[config.mk]
export PLATFORM = sky130hd
export DESIGN_NAME = amber48_uart_rx
export DESIGN_NICKNAME = d
export VERILOG_FILES = /design/src/rtl/amber48_uart_rx.sv
export SDC_FILE = /design/constraint.sdc
export NUM_CORES = 1
export LEC_CHECK = 0
export ABC_AREA = 1
export ABC_CLOCK_PERIOD_IN_PS = 1700
export BUFFER_PORTS_ARGS = -buffer_cell sky130_fd_sc_hd__buf_2
export CAP_MARGIN = 10
export CORE_ASPECT_RATIO = 1.5
export CORE_MARGIN = 1.5
export CORE_UTILIZATION = 50
export CTS_CLUSTER_DIAMETER = 50
export DETAILED_ROUTE_END_ITERATION = 10
export PLACE_DENSITY_LB_ADDON = 0.08
export SYNTH_ARGS = -nofsm -noshare
export SYNTH_HDL_FRONTEND = slang
export SYNTH_SLANG_ARGS = --single-unit
[constraint.sdc]
create_clock -name clk_27mhz_i -period 1.7 [get_ports clk_27mhz_i]
set_input_delay 0.425 -clock clk_27mhz_i [delete_from_list [all_inputs] [get_ports clk_27mhz_i]]
set_output_delay 0.425 -clock clk_27mhz_i [all_outputs]
set_load 0.05 [all_outputs]
[src/rtl/amber48_uart_rx.sv]
// 8N1 UART receiver with a first-word-fall-through receive FIFO and sticky frame/overrun flags.
// Latency: byte visible on data_o/valid_o one cycle after the stop-bit sample (E+2226 from first low sample).
// Backpressure: pop on valid_o && ready_i; a byte arriving into a full FIFO with no pop is dropped and flags overrun.
module amber48_uart_rx #(
    parameter int CLOCK_FREQ_HZ = 27_000_000,
    parameter int BAUD_RATE     = 115_200,
    parameter int FIFO_DEPTH    = 4
) (
    input  logic       clk_27mhz_i,
    input  logic       rst_sync_n,
    input  logic       rx_i,
    output logic [7:0] data_o,
    output logic       valid_o,
    input  logic       ready_i,
    output logic       frame_err_o,
    output logic       overrun_o,
    input  logic       clr_err_i
);

    localparam int CLKS_PER_BIT = CLOCK_FREQ_HZ / BAUD_RATE;
    localparam int HALF_BIT     = CLKS_PER_BIT / 2;
    localparam int CNT_W        = $clog2(CLKS_PER_BIT);
    localparam int AW           = $clog2(FIFO_DEPTH);
    localparam int PTR_W        = AW + 1;

    localparam logic [CNT_W-1:0] CNT_LAST = CNT_W'(CLKS_PER_BIT - 1);
    localparam logic [CNT_W-1:0] CNT_HALF = CNT_W'(HALF_BIT - 1);

    localparam logic [2:0] ST_IDLE  = 3'd0;
    localparam logic [2:0] ST_START = 3'd1;
    localparam logic [2:0] ST_DATA  = 3'd2;
    localparam logic [2:0] ST_STOP  = 3'd3;
    localparam logic [2:0] ST_BREAK = 3'd4;

    logic             sync1_q, sync1_d;
    logic             sync2_q, sync2_d;
    logic [2:0]       state_q, state_d;
    logic [CNT_W-1:0] cnt_q, cnt_d;
    logic [2:0]       idx_q, idx_d;
    logic [7:0]       shift_q, shift_d;
    logic [7:0]       mem_q [FIFO_DEPTH];
    logic [7:0]       mem_d [FIFO_DEPTH];
    logic [PTR_W-1:0] wr_ptr_q, wr_ptr_d;
    logic [PTR_W-1:0] rd_ptr_q, rd_ptr_d;
    logic             frame_err_q, frame_err_d;
    logic             overrun_q, overrun_d;

    logic rx_s;
    logic push;
    logic ferr_set;
    logic empty;
    logic full;
    logic pop;
    logic accept;
    logic ovr_set;

    assign rx_s = sync2_q;

    always_comb begin
        sync1_d  = rx_i;
        sync2_d  = sync1_q;
        state_d  = state_q;
        cnt_d    = cnt_q;
        idx_d    = idx_q;
        shift_d  = shift_q;
        push     = 1'b0;
        ferr_set = 1'b0;
        case (state_q)
            ST_IDLE: begin
                if (!rx_s) begin
                    state_d = ST_START;
                    cnt_d   = '0;
                end
            end
            ST_START: begin
                if (cnt_q == CNT_HALF) begin
                    // A start bit that has gone high again by mid-bit is line noise.
                    if (rx_s) begin
                        state_d = ST_IDLE;
                    end else begin
                        state_d = ST_DATA;
                        cnt_d   = '0;
                        idx_d   = 3'd0;
                    end
                end else begin
                    cnt_d = cnt_q + CNT_W'(1);
                end
            end
            ST_DATA: begin
                if (cnt_q == CNT_LAST) begin
                    shift_d[idx_q] = rx_s;
                    cnt_d          = '0;
                    if (idx_q == 3'd7) begin
                        state_d = ST_STOP;
                    end else begin
                        idx_d = idx_q + 3'd1;
                    end
                end else begin
                    cnt_d = cnt_q + CNT_W'(1);
                end
            end
            ST_STOP: begin
                if (cnt_q == CNT_LAST) begin
                    cnt_d = '0;
                    if (rx_s) begin
                        push    = 1'b1;
                        state_d = ST_IDLE;
                    end else begin
                        ferr_set = 1'b1;
                        state_d  = ST_BREAK;
                    end
                end else begin
                    cnt_d = cnt_q + CNT_W'(1);
                end
            end
            ST_BREAK: begin
                // Wait out a held-low line so it cannot re-trigger as a stream of frames.
                if (rx_s) begin
                    state_d = ST_IDLE;
                end
            end
            default: begin
                state_d = ST_IDLE;
            end
        endcase
    end

    always_comb begin
        empty   = (wr_ptr_q == rd_ptr_q);
        full    = ((wr_ptr_q ^ rd_ptr_q) == {1'b1, {AW{1'b0}}});
        pop     = !empty && ready_i;
        // A pop in the same cycle frees the slot, so a push into a full FIFO still lands.
        accept  = push && (!full || pop);
        ovr_set = push && full && !pop;

        mem_d = mem_q;
        if (accept) begin
            mem_d[wr_ptr_q[AW-1:0]] = shift_q;
        end
        wr_ptr_d = wr_ptr_q + PTR_W'(accept);
        rd_ptr_d = rd_ptr_q + PTR_W'(pop);

        frame_err_d = frame_err_q;
        if (ferr_set) begin
            frame_err_d = 1'b1;
        end else if (clr_err_i) begin
            frame_err_d = 1'b0;
        end
        overrun_d = overrun_q;
        if (ovr_set) begin
            overrun_d = 1'b1;
        end else if (clr_err_i) begin
            overrun_d = 1'b0;
        end
    end

    always_ff @(posedge clk_27mhz_i or negedge rst_sync_n) begin
        if (!rst_sync_n) begin
            sync1_q     <= 1'b1;
            sync2_q     <= 1'b1;
            state_q     <= ST_IDLE;
            cnt_q       <= '0;
            idx_q       <= 3'd0;
            shift_q     <= 8'h00;
            wr_ptr_q    <= '0;
            rd_ptr_q    <= '0;
            frame_err_q <= 1'b0;
            overrun_q   <= 1'b0;
            for (int i = 0; i < FIFO_DEPTH; i++) begin
                mem_q[i] <= 8'h00;
            end
        end else begin
            sync1_q     <= sync1_d;
            sync2_q     <= sync2_d;
            state_q     <= state_d;
            cnt_q       <= cnt_d;
            idx_q       <= idx_d;
            shift_q     <= shift_d;
            wr_ptr_q    <= wr_ptr_d;
            rd_ptr_q    <= rd_ptr_d;
            frame_err_q <= frame_err_d;
            overrun_q   <= overrun_d;
            for (int i = 0; i < FIFO_DEPTH; i++) begin
                mem_q[i] <= mem_d[i];
            end
        end
    end

    assign valid_o     = !empty;
    assign data_o      = empty ? 8'h00 : mem_q[rd_ptr_q[AW-1:0]];
    assign frame_err_o = frame_err_q;
    assign overrun_o   = overrun_q;

endmodule

Yosys cells after proc, flatten, opt, wreduce, memory -nomap -nowiden

Cells that the tools add are included.

Input bits: 5
Output and inout port bits: 11
Flip-flop bits (word level): 64

Reduce and logical (&&, ||, !) cells: 19
Order comparisons: 5
Bitwise gates (word level): 3
Add/sub/neg operators: 4
Eq/ne operators: 17
Multiplexer cells: 37

Operators by type and width:

| operator                                                   | count |
|---|---|
| two-way mux 8 bit                                          | 7 |
| two-way mux 3 bit                                          | 11 |
| bitwise mux 32 bit                                         | 1 |
| case mux 8 bit (3 select lines)                            | 1 |
| binary-select mux 8 bit (select 2 bit)                     | 1 |
| demux 8 bit (select 2 bit)                                 | 1 |
| != test 2 bit, second input constant                       | 8 |
| case mux 3 bit (5 select lines)                            | 1 |
| two-way mux 1 bit                                          | 10 |
| equality test 3 bit, second input constant                 | 3 |
| adder 8 x 1 -> 8 bit, second input constant                | 1 |
| bitwise mux 8 bit                                          | 1 |
| equality test 8 x 7 -> 1 bit, second input constant        | 1 |
| equality test 8 bit, second input constant                 | 1 |
| adder 3 x 1 -> 3 bit                                       | 2 |
| equality test 3 x 2 -> 1 bit, second input constant        | 2 |
| >= comparator 3 bit, second input constant                 | 2 |
| logical AND 1 bit                                          | 6 |
| inverter 2 -> 3 bit                                        | 2 |
| case mux 3 bit (2 select lines)                            | 1 |
| AND reduction 6 bit                                        | 1 |
| nonzero test 2 bit                                         | 3 |
| AND reduction 5 bit                                        | 1 |
| less-than comparator 3 x 4 -> 1 bit, second input constant | 1 |
| other kinds (14)                                           | 16 |

Logic depth before layout (Yosys ltp)

Gate-level depths: netlist (run 1).

Depth in word-level cells: 6
Mapped depth: 11
Depth with buffers taken out: 11

Least setup slack after synthesis (run 1)

Ideal clock, no wire load.

Kind: flip-flop to output port
Start: register rd_ptr_q[0]
End: output port data_o[0]
Setup slack: -0.388 ns
Required time: 1.275 ns
Path buffers: 1
Cell stages (with the launch flop): 8
Arrival: 1.663 ns
Cells stage by stage: dfrtp_1 -> buf_2 -> xnor2_1 -> nand2_1 -> inv_2 -> nand2_1 -> nand2_1 -> inv_1

Word-level cells in the longest chain between the ends: 5
Elaborated cells between the ends (all ways): 6
Classes of those cells: 1 x eq/ne; 4 x mux; 1 x bitwise

RTL lines:

| element                                              | RTL line | source |
|---|---|---|
| start: declaration                                   | 44       | `logic [PTR_W-1:0] rd_ptr_q, rd_ptr_d;` |
| start signal: assignment                             | 180      | `rd_ptr_q <= rd_ptr_d;` |
| inverter 2 -> 3 bit (not written as such)            | 190      | `assign data_o = empty ? 8'h00 : mem_q[rd_ptr_q[AW-1:0]];` |
| binary-select mux 8 bit (select 2 bit)               | 190      |  |
| two-way mux 8 bit (not written as such) (2 in a row) | 190      |  |
| two-way mux 8 bit (*)                                | 190      |  |
| end: declaration                                     | 12       | `output logic [7:0] data_o,` |

Every way passes the cells marked *; elsewhere a longest branch is shown, timed or not. The select of a mux whose other input is x is not followed.

Worst setup path in the final report (run 1)

Start: register rd_ptr_q[0]
End: output port data_o[4]

The elaborated chain is that of the path after synthesis.

==> Implementation_results.wiki, run 1 <==
{| class="wikitable"
! Metric !! Value
|-
| Number of remaining DRC errors || 0
|-
| Number of sinks driven by the clock tree || 64
|-
| Number of enable flip-flop cells after synthesis || 0
|-
| R2R depth || 10
|-
| Worst path top cell family by delay || buffers and inverters
|-
| Leakage power summed over all cells || 2.44 nW
|-
| Crit path setup slack, layout || -0.468 ns
|-
| H-tree levels || 3
|-
| Tot Pwr || between 6 and 7 mW
|-
| Layout overhead on the synthesized area || 42.7%
|-
| Max-capacitance violation count || 0
|-
| Share of layout cells above drive strength 1 || roughly a third
|-
| # setup viols final || 31
|-
| Critical Path Most Common Cell || sky130_fd_sc_hd__nand2_4
|-
| Number of buffers created by CTS || 9
|-
| Clock edge transition at the registers on the reported setup and hold paths || about 0.07 ns
|-
| Final wirelength || 9.03 mm
|-
| Worst-Margin Slew || 0.445 ns
|-
| Average instance area after synthesis || 7.55 um^2
|-
| Antenna violations before repair || 0
|-
| Library cell with the largest summed area after synthesis || sky130_fd_sc_hd__dfrtp_1
|-
| Share of the yosys chip area belonging to registers || between 40% and 50%
|-
| Clk Tree Root Cell || sky130_fd_sc_hd__clkbuf_8
|-
| Startpoint of the worst setup timing path || rd_ptr_q[0]
|-
| Post-CTS Hold Buffers || 0
|-
| RSZ-0062 raised after global routing || true
|-
| Bufs on Longest Clock Path || 2
|-
| Mapped Nets || about 470
|-
| Yosys cell types || 28
|-
| Final period utilization || 128%
|-
| Failing checks || setup timing
|-
| Final hold violations || 0
|-
| Commonest cells in the netlist || 157 x sky130_fd_sc_hd__nand2_1, 62 x sky130_fd_sc_hd__dfrtp_1, 46 x sky130_fd_sc_hd__inv_1
|-
| Post-synth top flop || sky130_fd_sc_hd__dfrtp_1
|-
| Max-slew headroom at the worst pin || a little over two thirds
|-
| Depth of the critical timing path with buffers and inverters included || 8
|-
| Number of buffer and inverter instances along the worst setup path || 4
|-
| Busiest grt layer || met2
|-
| Number of top-level pins || 16
|-
| Setup slack, reg-to-reg || -0.15 ns
|-
| Router iterations before antenna repair || 4
|-
| Overall via count from detail_route || 3285
|-
| Period minus WS final || roughly 2.2 ns
|-
| Met3 Track Usage GR || under 10%
|-
| DRC violation total after the first TritonRoute iteration || roughly 190
|-
| Arrival time of data at the critical path endpoint || between 1.5 and 2 ns
|-
| Hold slack final || approximately 0.086 ns
|-
| Critical Path Source Type || register
|-
| Weighted congestion reported at the end of routability-driven placement || roughly 0.8
|-
| Buffers added on ports || 15
|-
| Outcome || finished with violations
|-
| Worst path slowest cell || sky130_fd_sc_hd__dfrtp_2
|-
| Initial Util || around 51%
|-
| DIE HEIGHT || between 100 and 150 um
|-
| Dpl hpwl || between 5 and 6 mm
|-
| Worst stage delay on the critical path || 0.44 ns
|-
| Clock network latency to the later pin of the worst-skew pair || ~0.35 ns
|-
| Filler cells || between 500 and 600
|-
| Fraction of synthesis flops using an asynchronous set or reset pin || 100%
|-
| Library cell with the highest instance count after synthesis || sky130_fd_sc_hd__nand2_1
|-
| Tot GR Track Use || 24.5%
|-
| Number of placement rows || 37
|-
| Hold crit path type || in2async
|-
| Total of flip-flops plus latches after synthesis || between 60 and 70
|-
| Crit path to || data_o[4]
|-
| Remaining Overflow, GRT || 0
|-
| Die Footprint || roughly 7400 um^2
|-
| Largest cells by area after synthesis || sky130_fd_sc_hd__dfrtp_1 45%, sky130_fd_sc_hd__nand2_1 17%, sky130_fd_sc_hd__nand4_1 6.0%
|-
| Nature of the critical path endpoint || primary output
|-
| Achievable frequency || 461 MHz
|-
| Antenna-violating nets left || 0
|-
| GRT met2 Usage || 43.4%
|-
| Largest voltage drop on the vdd net || around 0.64 mV
|-
| TritonCTS clock tree || built
|-
| Required @ worst endpoint || around 1.3 ns
|-
| Count of antenna diodes in the layout || 0
|-
| Number of warning messages in the yosys log || 0
|-
| Routed via count divided by cell count || 5.36
|-
| List of cells traversed by the critical path || buf_6, xnor2_2, nand2_1, inv_4, nand2_4, nand2_4, clkinvlp_4, buf_8
|-
| Pwr/cell area || 1230 nW/um^2
|-
| Floorplan core area || between 6000 and 7000 um^2
|-
| Max-slew violations || 0
|-
| Cells after synthesis || between 400 and 500
|-
| Worst r2r dst || rd_ptr_q[2]
|-
| Launch instance of the worst register-to-register path || rd_ptr_q[0]
|-
| Total Nets Final || approximately 540
|-
| Global-route wire length before repair || between 10 and 15 mm
|-
| Number of global-route vias before repair || around 3200
|-
| Type of the setup path with the least slack || reg2out
|-
| Largest fanout on the critical path || 5
|-
| Die W || 70.9 um
|-
| Synth Cell Area || 3460 um^2
|-
| Met1 Track Usage GR || a little over a quarter
|-
| Top cell type's share of synthesized area || 44.8%
|-
| Average detailed-routed wire length per instance || 14.7 um
|-
| Largest net degree at the start of global routing || 65
|-
| Clock Skew || approximately 0.0098 ns
|}
power breakdown:
part	internal (mW)	switching (mW)	total, mW
combinational	1.54	1.77	3.30
sequential	1.57	0.0618	1.63
clock	0.568	0.579	1.15
total	3.67	2.41	6.08
repair_timing:
action                     in CTS  in global routing
pin swaps                       4                 15
buffers inserted                6                  4
gates cloned                    1                  3
setup endpoints to repair      39                 65
resized for setup              51                 65
cell type report:
class	count	area, um^2	share of cell area, %
repair buffers	77	820	16.6
clock buffers	13	149	3.02
clock inverters	3	20.0	0.405
multi-input cells	328	2010	40.6
well taps	78	97.6	1.98
inverters	50	239	4.84
flip-flops and latches	64	1610	32.5
routing by layer:
| layer | up-vias | part of all wire, % |
|---|---|---|
| met2 | 77 | 55 |
| met1 | 1542 | 38 |
| met4 | 0 | 3.9 |
| li1 | 1634 | - |
| met3 | 32 | 3.0 |
| met5 | - | 0 |
sequential cells by signal, summed over array words and instances (netlist names), 3 cells and up:
| register | flops |
|---|---|
| state_q | 3 |
| cnt_q | 8 |
| wr_ptr_q | 3 |
| idx_q | 3 |
| rd_ptr_q | 3 |
| mem_q | 32 |
| shift_q | 8 |
worst min-delay path by stage:
stage	startpoint	to	slack [ns]	cells after the start
5_1_grt	rst_sync_n	mem_q[18]	0.11	2
3_3_place_gp	sync1_q	rx_s	0.35	0
4_1_cts	rst_sync_n	mem_q[18]	0.09	2
3_5_place_dp	sync1_q	rx_s	0.35	0
2_1_floorplan	rst_sync_n	cnt_q[0]	0.13	0
6_report	rst_sync_n	mem_q[18]	0.09	2
through the flow:
| step | instance area [um^2] | TNS, ns | setup slack [ns] | util [%] | instances |
|---|---|---|---|---|---|
| finish | 4940 | -4.96 | -0.468 | 73.0 | 613 |
| detailed placement | 4180 | -2.34 | -0.248 | 61.9 | 584 |
| CTS | 4610 | -4.09 | -0.448 | 68.3 | 607 |
| floorplan | 3660 | -0.336 | -0.0403 | - | 458 |
| global placement | 4180 | -2.05 | -0.200 | 61.9 | 584 |
| global route | 4940 | -7.69 | -0.534 | 73.0 | 613 |
placed cells by master, fill, tap and decap left out, types with 3 or more instances in the layout:
cell type	Yosys	layout
sky130_fd_sc_hd__buf_12	0	8
sky130_fd_sc_hd__buf_2	3	6
sky130_fd_sc_hd__buf_4	4	42
sky130_fd_sc_hd__buf_6	0	9
sky130_fd_sc_hd__buf_8	0	9
sky130_fd_sc_hd__clkbuf_1	9	3
sky130_fd_sc_hd__clkbuf_8	0	10
sky130_fd_sc_hd__clkinvlp_4	0	10
sky130_fd_sc_hd__dfrtp_1	62	61
sky130_fd_sc_hd__ha_1	9	5
sky130_fd_sc_hd__ha_4	0	3
sky130_fd_sc_hd__inv_1	46	34
sky130_fd_sc_hd__inv_2	2	4
sky130_fd_sc_hd__nand2_1	157	129
sky130_fd_sc_hd__nand2_2	2	18
sky130_fd_sc_hd__nand2_4	0	11
sky130_fd_sc_hd__nand3_1	31	29
sky130_fd_sc_hd__nand3_4	0	4
sky130_fd_sc_hd__nand4_1	33	33
sky130_fd_sc_hd__nor2_1	44	28
sky130_fd_sc_hd__nor2_2	1	11
sky130_fd_sc_hd__nor2_4	0	6
sky130_fd_sc_hd__o21ai_0	25	19
sky130_fd_sc_hd__o21ai_1	2	5
sky130_fd_sc_hd__o21ai_2	0	3
sky130_fd_sc_hd__o32ai_2	0	4
cells by family (layout without fill, tap and decap cells):
family | Yosys count | count (layout) | synth area share, %
fa+ha+maj | 9 | 9 | 3.26
buf+inv | 67 | 143 | 7.92
simple gates | 275 | 276 | 34.7
compound gates | 38 | 38 | 6.47
flops | 64 | 64 | 46.4
xor+xnor | 5 | 5 | 1.27
Note: power is estimated with default switching activity, not from simulation.
==> inputs of run 2 (changes only) <==
--- a/config.mk
+++ b/config.mk
@@ -7,13 +7,13 @@
 export LEC_CHECK = 0
 export ABC_AREA = 1
 export ABC_CLOCK_PERIOD_IN_PS = 1700
-export BUFFER_PORTS_ARGS = -buffer_cell sky130_fd_sc_hd__buf_2
 export CAP_MARGIN = 10
 export CORE_ASPECT_RATIO = 1.5
 export CORE_MARGIN = 1.5
 export CORE_UTILIZATION = 50
 export CTS_CLUSTER_DIAMETER = 50
 export DETAILED_ROUTE_END_ITERATION = 10
+export DONT_BUFFER_PORTS = 1
 export PLACE_DENSITY_LB_ADDON = 0.08
 export SYNTH_ARGS = -nofsm -noshare
 export SYNTH_HDL_FRONTEND = slang
==> run 2 against run 1 <==
  * The run ends with hold timing, setup timing left
  * Maximum frequency is 1.3% higher
  * Via count is 0.91% higher
  * Worst setup slack better by 0.027 ns
  * Cell count is 2.0% lower
  * Total power is 4.3% lower
  * Sequential power hardly changed
  * Hold slack worse by 0.32 ns
  * Clock skew is 0.0025 ns lower
  * First-iteration DRC count is 3.2% higher
  * Die area stayed put
  * Critical endpoint is now data_o[7]
==> Implementation_results.wiki, run 2 (same netlist as run 1, synthesis figures left out) <==
{| class="wikitable"
! Metric !! Value
|-
| Outcome || finished with violations
|-
| Utilization after layout || between 70 and 80%
|-
| Hold crit path type || in2async
|-
| Number of sinks driven by the clock tree || between 60 and 70
|-
| Switching Power || 2.32 mW
|-
| Overall via count from detail_route || approximately 3300
|-
| Register share of total power || between 20 and 30%
|-
| Buffers added on ports || 0
|-
| Die W || 70.9 um
|-
| Sw Ratio || 39.9%
|-
| Number of buffer and inverter instances along the worst setup path || 4
|-
| Worst stage delay on the critical path || approximately 0.37 ns
|-
| Max-slew violations || 0
|-
| Total Nets Final || 532
|-
| TritonCTS clock tree || built
|-
| R2R depth || 6
|-
| Multi-input combinational cell area || roughly 2100 um^2
|-
| Nature of the critical path endpoint || primary output
|-
| Max-capacitance violation count || 0
|-
| Achievable frequency || around 470 MHz
|-
| Largest fanout on the critical path || 8
|-
| Number of top-level pins || 16
|-
| Dpl hpwl || between 6 and 7 mm
|-
| Type of the setup path with the least slack || reg2out
|-
| H-tree levels || 3
|-
| Top flop regs || mem_q: 32 flops, cnt_q: 8 flops, shift_q: 8 flops
|-
| Internal Pwr Total || 3.50 mW
|-
| Largest net degree at the start of global routing || 65
|-
| Worst-Margin Slew || approximately 0.86 ns
|-
| Routed via count divided by cell count || roughly 5.5
|-
| Depth of the critical timing path with buffers and inverters included || 7
|-
| Setup slack after placement || -0.229 ns
|-
| Highest-count cells in the layout ignoring fill and taps || 115 x sky130_fd_sc_hd__nand2_1, 60 x sky130_fd_sc_hd__dfrtp_1, 36 x sky130_fd_sc_hd__buf_4
|-
| Worst path top cell family by delay || buffers and inverters
|-
| Average detailed-routed wire length per instance || approximately 16 um
|-
| DIE HEIGHT || 105 um
|-
| Hold slack final || -0.232 ns
|-
| Remaining Overflow, GRT || 0
|-
| Number of remaining DRC errors || 0
|-
| Largest register FFs || 32
|-
| Antenna violations before repair || 0
|-
| Required @ worst endpoint || between 1 and 1.5 ns
|-
| Max-slew headroom at the worst pin || a little over two fifths
|-
| Filler cells || around 490
|-
| Storage element area || roughly 1600 um^2
|-
| Global-route wire length before repair || ~16 mm
|-
| Final-layout setup total negative slack || -13.11 ns
|-
| Critical Path Source Type || register
|-
| Crit path setup slack, layout || -0.441 ns
|-
| Tot GR Track Use || 27.2%
|-
| Commonest non-fill, non-tap cell in the layout || sky130_fd_sc_hd__nand2_1
|-
| Bufs on Longest Clock Path || 2
|-
| Clock network latency to the later pin of the worst-skew pair || between 0.3 and 0.4 ns
|-
| Floorplan core area || between 6000 and 7000 um^2
|-
| Combinational group share of total power || between 40% and 50%
|-
| Clock group share of total power || about a quarter
|-
| Clock Skew || 0.00730 ns
|-
| Final period utilization || 126%
|-
| Final wirelength || around 9.5 mm
|-
| Failing checks || hold timing, setup timing
|-
| Layout overhead on the synthesized area || 42.0%
|-
| Count of antenna diodes in the layout || 0
|-
| Largest voltage drop on the vdd net || about 0.64 mV
|-
| Clk Tree Root Cell || sky130_fd_sc_hd__clkbuf_8
|-
| Reg with most FFs || mem_q
|-
| Number of placement rows || 37
|-
| RSZ-0062 raised after global routing || true
|-
| Antenna-violating nets left || 0
|-
| Number of global-route vias before repair || about 3400
|-
| Weighted congestion reported at the end of routability-driven placement || approximately 0.87
|-
| Pwr/cell area || around 1200 nW/um^2
|-
| Share of layout cells above drive strength 1 || about 37%
|-
| Clock edge transition at the registers on the reported setup and hold paths || roughly 0.06 ns
|-
| Number of buffers created by CTS || 9
|-
| Router iterations before antenna repair || 4
|-
| Initial Util || ~51%
|-
| Final hold violations || 64
|-
| Period minus WS final || between 2 and 2.5 ns
|-
| DRC violation total after the first TritonRoute iteration || between 150 and 200
|-
| Die Footprint || 7440 um^2
|-
| Tot Pwr || approximately 5.8 mW
|-
| Worst path slowest cell || sky130_fd_sc_hd__dfrtp_2
|-
| Leakage power summed over all cells || roughly 2.4 nW
|-
| Arrival time of data at the critical path endpoint || 1.72 ns
|-
| List of cells traversed by the critical path || buf_8, clkinv_8, nor2_1, o32ai_1, buf_4, nand2_4, clkinvlp_4
|-
| # setup viols final || 50
|}
-- run 2: cell types whose count changed in the layout (fill, tap and decap cells not counted), sizes merged --
cell | previous run | this run
nand2 | 160 | 161
buf | 75 | 63
clkbuf | 15 | 14
clkinv | 2 | 3
bufinv | 0 | 1
clkinvlp | 10 | 8
-- run 2: worst register-to-register path, cell delays in order, from the launching register on --
cell                      delay [ns]
sky130_fd_sc_hd__dfrtp_1        0.44
sky130_fd_sc_hd__xnor2_4        0.22
sky130_fd_sc_hd__nor2_1         0.68
sky130_fd_sc_hd__a21oi_2        0.12
sky130_fd_sc_hd__ha_2           0.21
sky130_fd_sc_hd__ha_4           0.15
sky130_fd_sc_hd__xor2_1         0.13
-- run 2: area by class of cell --
| class | instances | area share, % |
|---|---|---|
| clock buffers | 14 | 3.72 |
| clock inverters | 2 | 0.713 |
| inverters | 50 | 4.79 |
| multi-input cells | 329 | 43.0 |
| flip-flops and latches | 64 | 32.7 |
| well taps | 78 | 1.99 |
| repair buffers | 63 | 13.0 |
| repair inverters | 1 | 0.127 |
-- run 2: what timing repair did --
action | in CTS | in global routing
pin swaps | 16 | 32
gates cloned | 4 | 1
endpoints found under the hold margin | 64 | 64
gates resized for setup | 59 | 79
setup buffers | 15 | 7
setup endpoints to repair | 48 | 69
-- run 2: power by group through the flow --
| stage | Sequential (mW) | Clock, mW | Combinational, mW |
|---|---|---|---|
| after floorplan | 1.62 | 0 | 1.71 |
| after global placement | 1.66 | 0 | 1.99 |
| after detailed placement | 1.66 | 0 | 2.01 |
| after CTS | 1.62 | 1.44 | 2.57 |
| after global routing | 1.63 | 1.52 | 2.92 |
| final | 1.62 | 1.42 | 2.78 |
-- run 2: worst paths after layout --
path | startpoint | endpoint | slack, ns
setup / recovery | rd_ptr_q[0] | data_o[7] | -0.44
hold / removal | rst_sync_n | mem_q[8] | -0.23
setup reg to reg | rd_ptr_q[2] | wr_ptr_q[2] | -0.38
hold reg to reg | sync1_q | rx_s | 0.36
max in group asynchronous | rst_sync_n | rx_s | 1.73
min in group clk_27mhz_i | rx_i | sync1_q | 0.07
-- run 2: layer usage --
| layer | vias to the layer above | global-route usage, % | share of wire, % |
|---|---|---|---|
| li1 | 1615 | - | - |
| met1 | 1597 | 29.6 | 38 |
| met2 | 75 | 47.9 | 56 |
| met3 | 28 | 5.59 | 3.1 |
| met4 | 0 | 15.2 | 3.2 |
| met5 | - | 0 | 0 |
-- run 2: stage by stage --
stage | cells | instance area, um^2
detailed placement | 564 | 4030
global placement | 564 | 4030
floorplan | 458 | 3660
global route | 601 | 4910
CTS | 598 | 4630
finish | 601 | 4910
==> inputs of run 3 (changes only) <==
--- a/config.mk
+++ b/config.mk
@@ -5,7 +5,7 @@
 export SDC_FILE = /design/constraint.sdc
 export NUM_CORES = 1
 export LEC_CHECK = 0
-export ABC_AREA = 1
+export ABC_AREA = 0
 export ABC_CLOCK_PERIOD_IN_PS = 1700
 export CAP_MARGIN = 10
 export CORE_ASPECT_RATIO = 1.5
==> run 3 against run 2 <==
  * The run still ends with hold timing, setup timing left
  * Count of clock-buffer cells in the layout fell by 5
  * Utilization is 1.7 points higher
  * Cell area fell by 7.1%
  * Largest cell class unchanged
==> Implementation_results.wiki, run 3 <==
{| class="wikitable"
! Metric !! Value
|-
| Arrival time of data at the critical path endpoint || between 1.5 and 2 ns
|-
| Worst-Margin Slew || slightly below 0.5 ns
|-
| Buffers added on ports || 0
|-
| Total of flip-flops plus latches after synthesis || 64
|-
| Router iterations before antenna repair || 4
|-
| Tot Pwr || 3.97 mW
|-
| Layout overhead on the synthesized area || 44.1%
|-
| Top flop regs || mem_q: 32 flops, cnt_q: 8 flops, shift_q: 8 flops
|-
| Number of sinks driven by the clock tree || 64
|-
| Clk Tree Root Cell || sky130_fd_sc_hd__clkbuf_8
|-
| Max-capacitance violation count || 0
|-
| Worst path top cell family by delay || buffers and inverters
|-
| Library cell with the highest instance count after synthesis || sky130_fd_sc_hd__dfrtp_1
|-
| Antenna violations before repair || 0
|-
| Number of cells in the finished layout apart from fillers || between 400 and 500
|-
| Commonest cells in the netlist || 62 x sky130_fd_sc_hd__dfrtp_1, 40 x sky130_fd_sc_hd__mux2_2, 14 x sky130_fd_sc_hd__inv_1
|-
| Global-route wire length before repair || about 12 mm
|-
| Largest voltage drop on the vdd net || 0.519 mV
|-
| Average detailed-routed wire length per instance || about 18 um
|-
| Worst stage delay on the critical path || about 0.4 ns
|-
| Count of antenna diodes in the layout || 0
|-
| Worst path slowest cell || sky130_fd_sc_hd__dfrtp_1
|-
| Die W || just under 70 um
|-
| Number of enable flip-flop cells after synthesis || 0
|-
| Number of warning messages in the yosys log || 0
|-
| Utilization after layout || around 74%
|-
| Achievable frequency || 449 MHz
|-
| Final hold violations || 64
|-
| Period minus WS final || 2.23 ns
|-
| Placed cell areas || 3860 um^2
|-
| Nature of the critical path endpoint || primary output
|-
| Clock network latency to the later pin of the worst-skew pair || approximately 0.35 ns
|-
| DIE HEIGHT || about 100 um
|-
| Largest net degree at the start of global routing || 65
|-
| Number of remaining DRC errors || 0
|-
| Outcome || finished with violations
|-
| Number of top-level pins || 16
|-
| Critical Path Source Type || register
|-
| Clock Skew || approximately 0.0060 ns
|-
| Leakage power summed over all cells || roughly 2.1 nW
|-
| Number of placement rows || 35
|-
| Average instance area after synthesis || ~13 um^2
|-
| Weighted congestion reported at the end of routability-driven placement || around 0.8
|-
| Largest cells by area after synthesis || sky130_fd_sc_hd__dfrtp_1 49%, sky130_fd_sc_hd__mux2_2 14%, sky130_fd_sc_hd__mux4_2 5.7%
|-
| Number of buffers created by CTS || 9
|-
| Post-synth top flop || sky130_fd_sc_hd__dfrtp_1
|-
| List of cells traversed by the critical path || buf_6, xor2_4, buf_6, nor3b_4, buf_6, buf_12, nor2b_2, buf_6
|-
| Failing checks || hold timing, setup timing
|-
| Tot GR Track Use || between 20% and 30%
|-
| Overall via count from detail_route || ~2300
|-
| Required @ worst endpoint || between 1 and 1.5 ns
|-
| H-tree levels || 3
|-
| Mapped Nets || 260
|-
| Max-slew headroom at the worst pin || about two thirds
|-
| Commonest non-fill, non-tap cell in the layout || sky130_fd_sc_hd__dfrtp_1
|-
| Largest register FFs || 32
|-
| Highest-count cells in the layout ignoring fill and taps || 60 x sky130_fd_sc_hd__dfrtp_1, 42 x sky130_fd_sc_hd__buf_4, 31 x sky130_fd_sc_hd__buf_6
|-
| Initial Util || between 50% and 60%
|-
| Library cell with the largest summed area after synthesis || sky130_fd_sc_hd__dfrtp_1
|-
| Number of global-route vias before repair || around 2400
|-
| RSZ-0062 raised after global routing || true
|-
| Reg with most FFs || mem_q
|-
| Bufs on Longest Clock Path || 2
|-
| Largest fanout on the critical path || 5
|-
| Crit path setup slack, layout || -0.529 ns
|-
| Type of the setup path with the least slack || reg2out
|-
| Placed cell count || approximately 370
|-
| Pwr/cell area || 871 nW/um^2
|-
| TritonCTS clock tree || built
|-
| # setup viols final || about 70
|-
| Top cell type's share of synthesized area || between 40% and 50%
|-
| Final-layout setup total negative slack || -13.77 ns
|-
| Cells after synthesis || around 250
|-
| Share of the yosys chip area belonging to registers || between 50% and 60%
|-
| Dpl hpwl || between 4 and 5 mm
|-
| Number of buffer and inverter instances along the worst setup path || 5
|-
| Routed via count divided by cell count || between 5 and 6
|-
| Remaining Overflow, GRT || 0
|-
| Post-route cell area || 4560 um^2
|-
| Floorplan core area || slightly above 6000 um^2
|-
| Total Nets Final || ~340
|-
| Fraction of synthesis flops using an asynchronous set or reset pin || 100%
|-
| Setup slack after placement || -0.243 ns
|-
| Final wirelength || 7.41 mm
|-
| Synth Cell Area || roughly 3200 um^2
|-
| Antenna-violating nets left || 0
|-
| Die Footprint || ~7000 um^2
|-
| Yosys cell types || 47
|-
| Critical Path Most Common Cell || sky130_fd_sc_hd__buf_6
|-
| Hold crit path type || in2async
|-
| Clock edge transition at the registers on the reported setup and hold paths || roughly 0.07 ns
|-
| DRC violation total after the first TritonRoute iteration || 108
|-
| Hold slack final || -0.236 ns
|-
| Final period utilization || 131%
|-
| Max-slew violations || 0
|-
| Share of layout cells above drive strength 1 || about three fifths
|}
-- run 3: final cells by class --
type                       instances  area, um^2
multi-input combinational        158        1850
clock inverter                     7        96.3
fill                             426        1570
sequential                        64        1610
timing repair buffer              77         734
clock buffer                       9         124
inverter                          14        57.6
tap                               74        92.6
-- run 3: cells by family after synthesis --
logic type,count (synthesis),synth area share [%]
fa+ha+maj,9,3.56
buf+inv,25,3.16
simple gates,60,13.6
xor+xnor,5,1.38
compound gates,35,7.74
flops,64,50.7
mux,48,19.9
-- run 3: worst paths after layout --
| kind | from | to | cells after the start | slack, ns |
|---|---|---|---|---|
| min in group clk_27mhz_i | rx_i | sync1_q | 0 | 0.07 |
| max in group asynchronous | rst_sync_n | rx_s | 0 | 1.74 |
| worst min register to register | sync1_q | rx_s | 0 | 0.36 |
| worst min-delay path | rst_sync_n | mem_q[16] | 0 | -0.24 |
| worst max-delay path | rd_ptr_q[0] | data_o[3] | 8 | -0.53 |
| worst max register to register | rd_ptr_q[0] | rd_ptr_q[2] | 11 | -0.25 |
-- run 3: where the power goes --
part | total [mW] | switching [mW] | internal [mW]
sequential | 1.61 | 0.0392 | 1.57
combinational | 0.901 | 0.423 | 0.478
clock | 1.47 | 0.638 | 0.827
-- run 3: what timing repair did --
| item | 4_1_cts | 5_1_grt |
|---|---|---|
| endpoints found under the hold margin | 64 | 64 |
| cloned | 2 | 0 |
| pin swaps | 16 | 18 |
| endpoints found under the setup margin | 67 | 67 |
| resized for setup | 69 | 31 |
| setup buffers | 12 | 8 |
-- run 3: metal layers --
| layer | up-vias | global-route usage (%) | wire length, um |
|---|---|---|---|
| met5 | - | 0 | 0 |
| met4 | 0 | 8.92 | 128 |
| met3 | 18 | 5.92 | 207 |
| met2 | 40 | 40.3 | 3990 |
| met1 | 1185 | 29.8 | 3080 |
| li1 | 1078 | - | - |
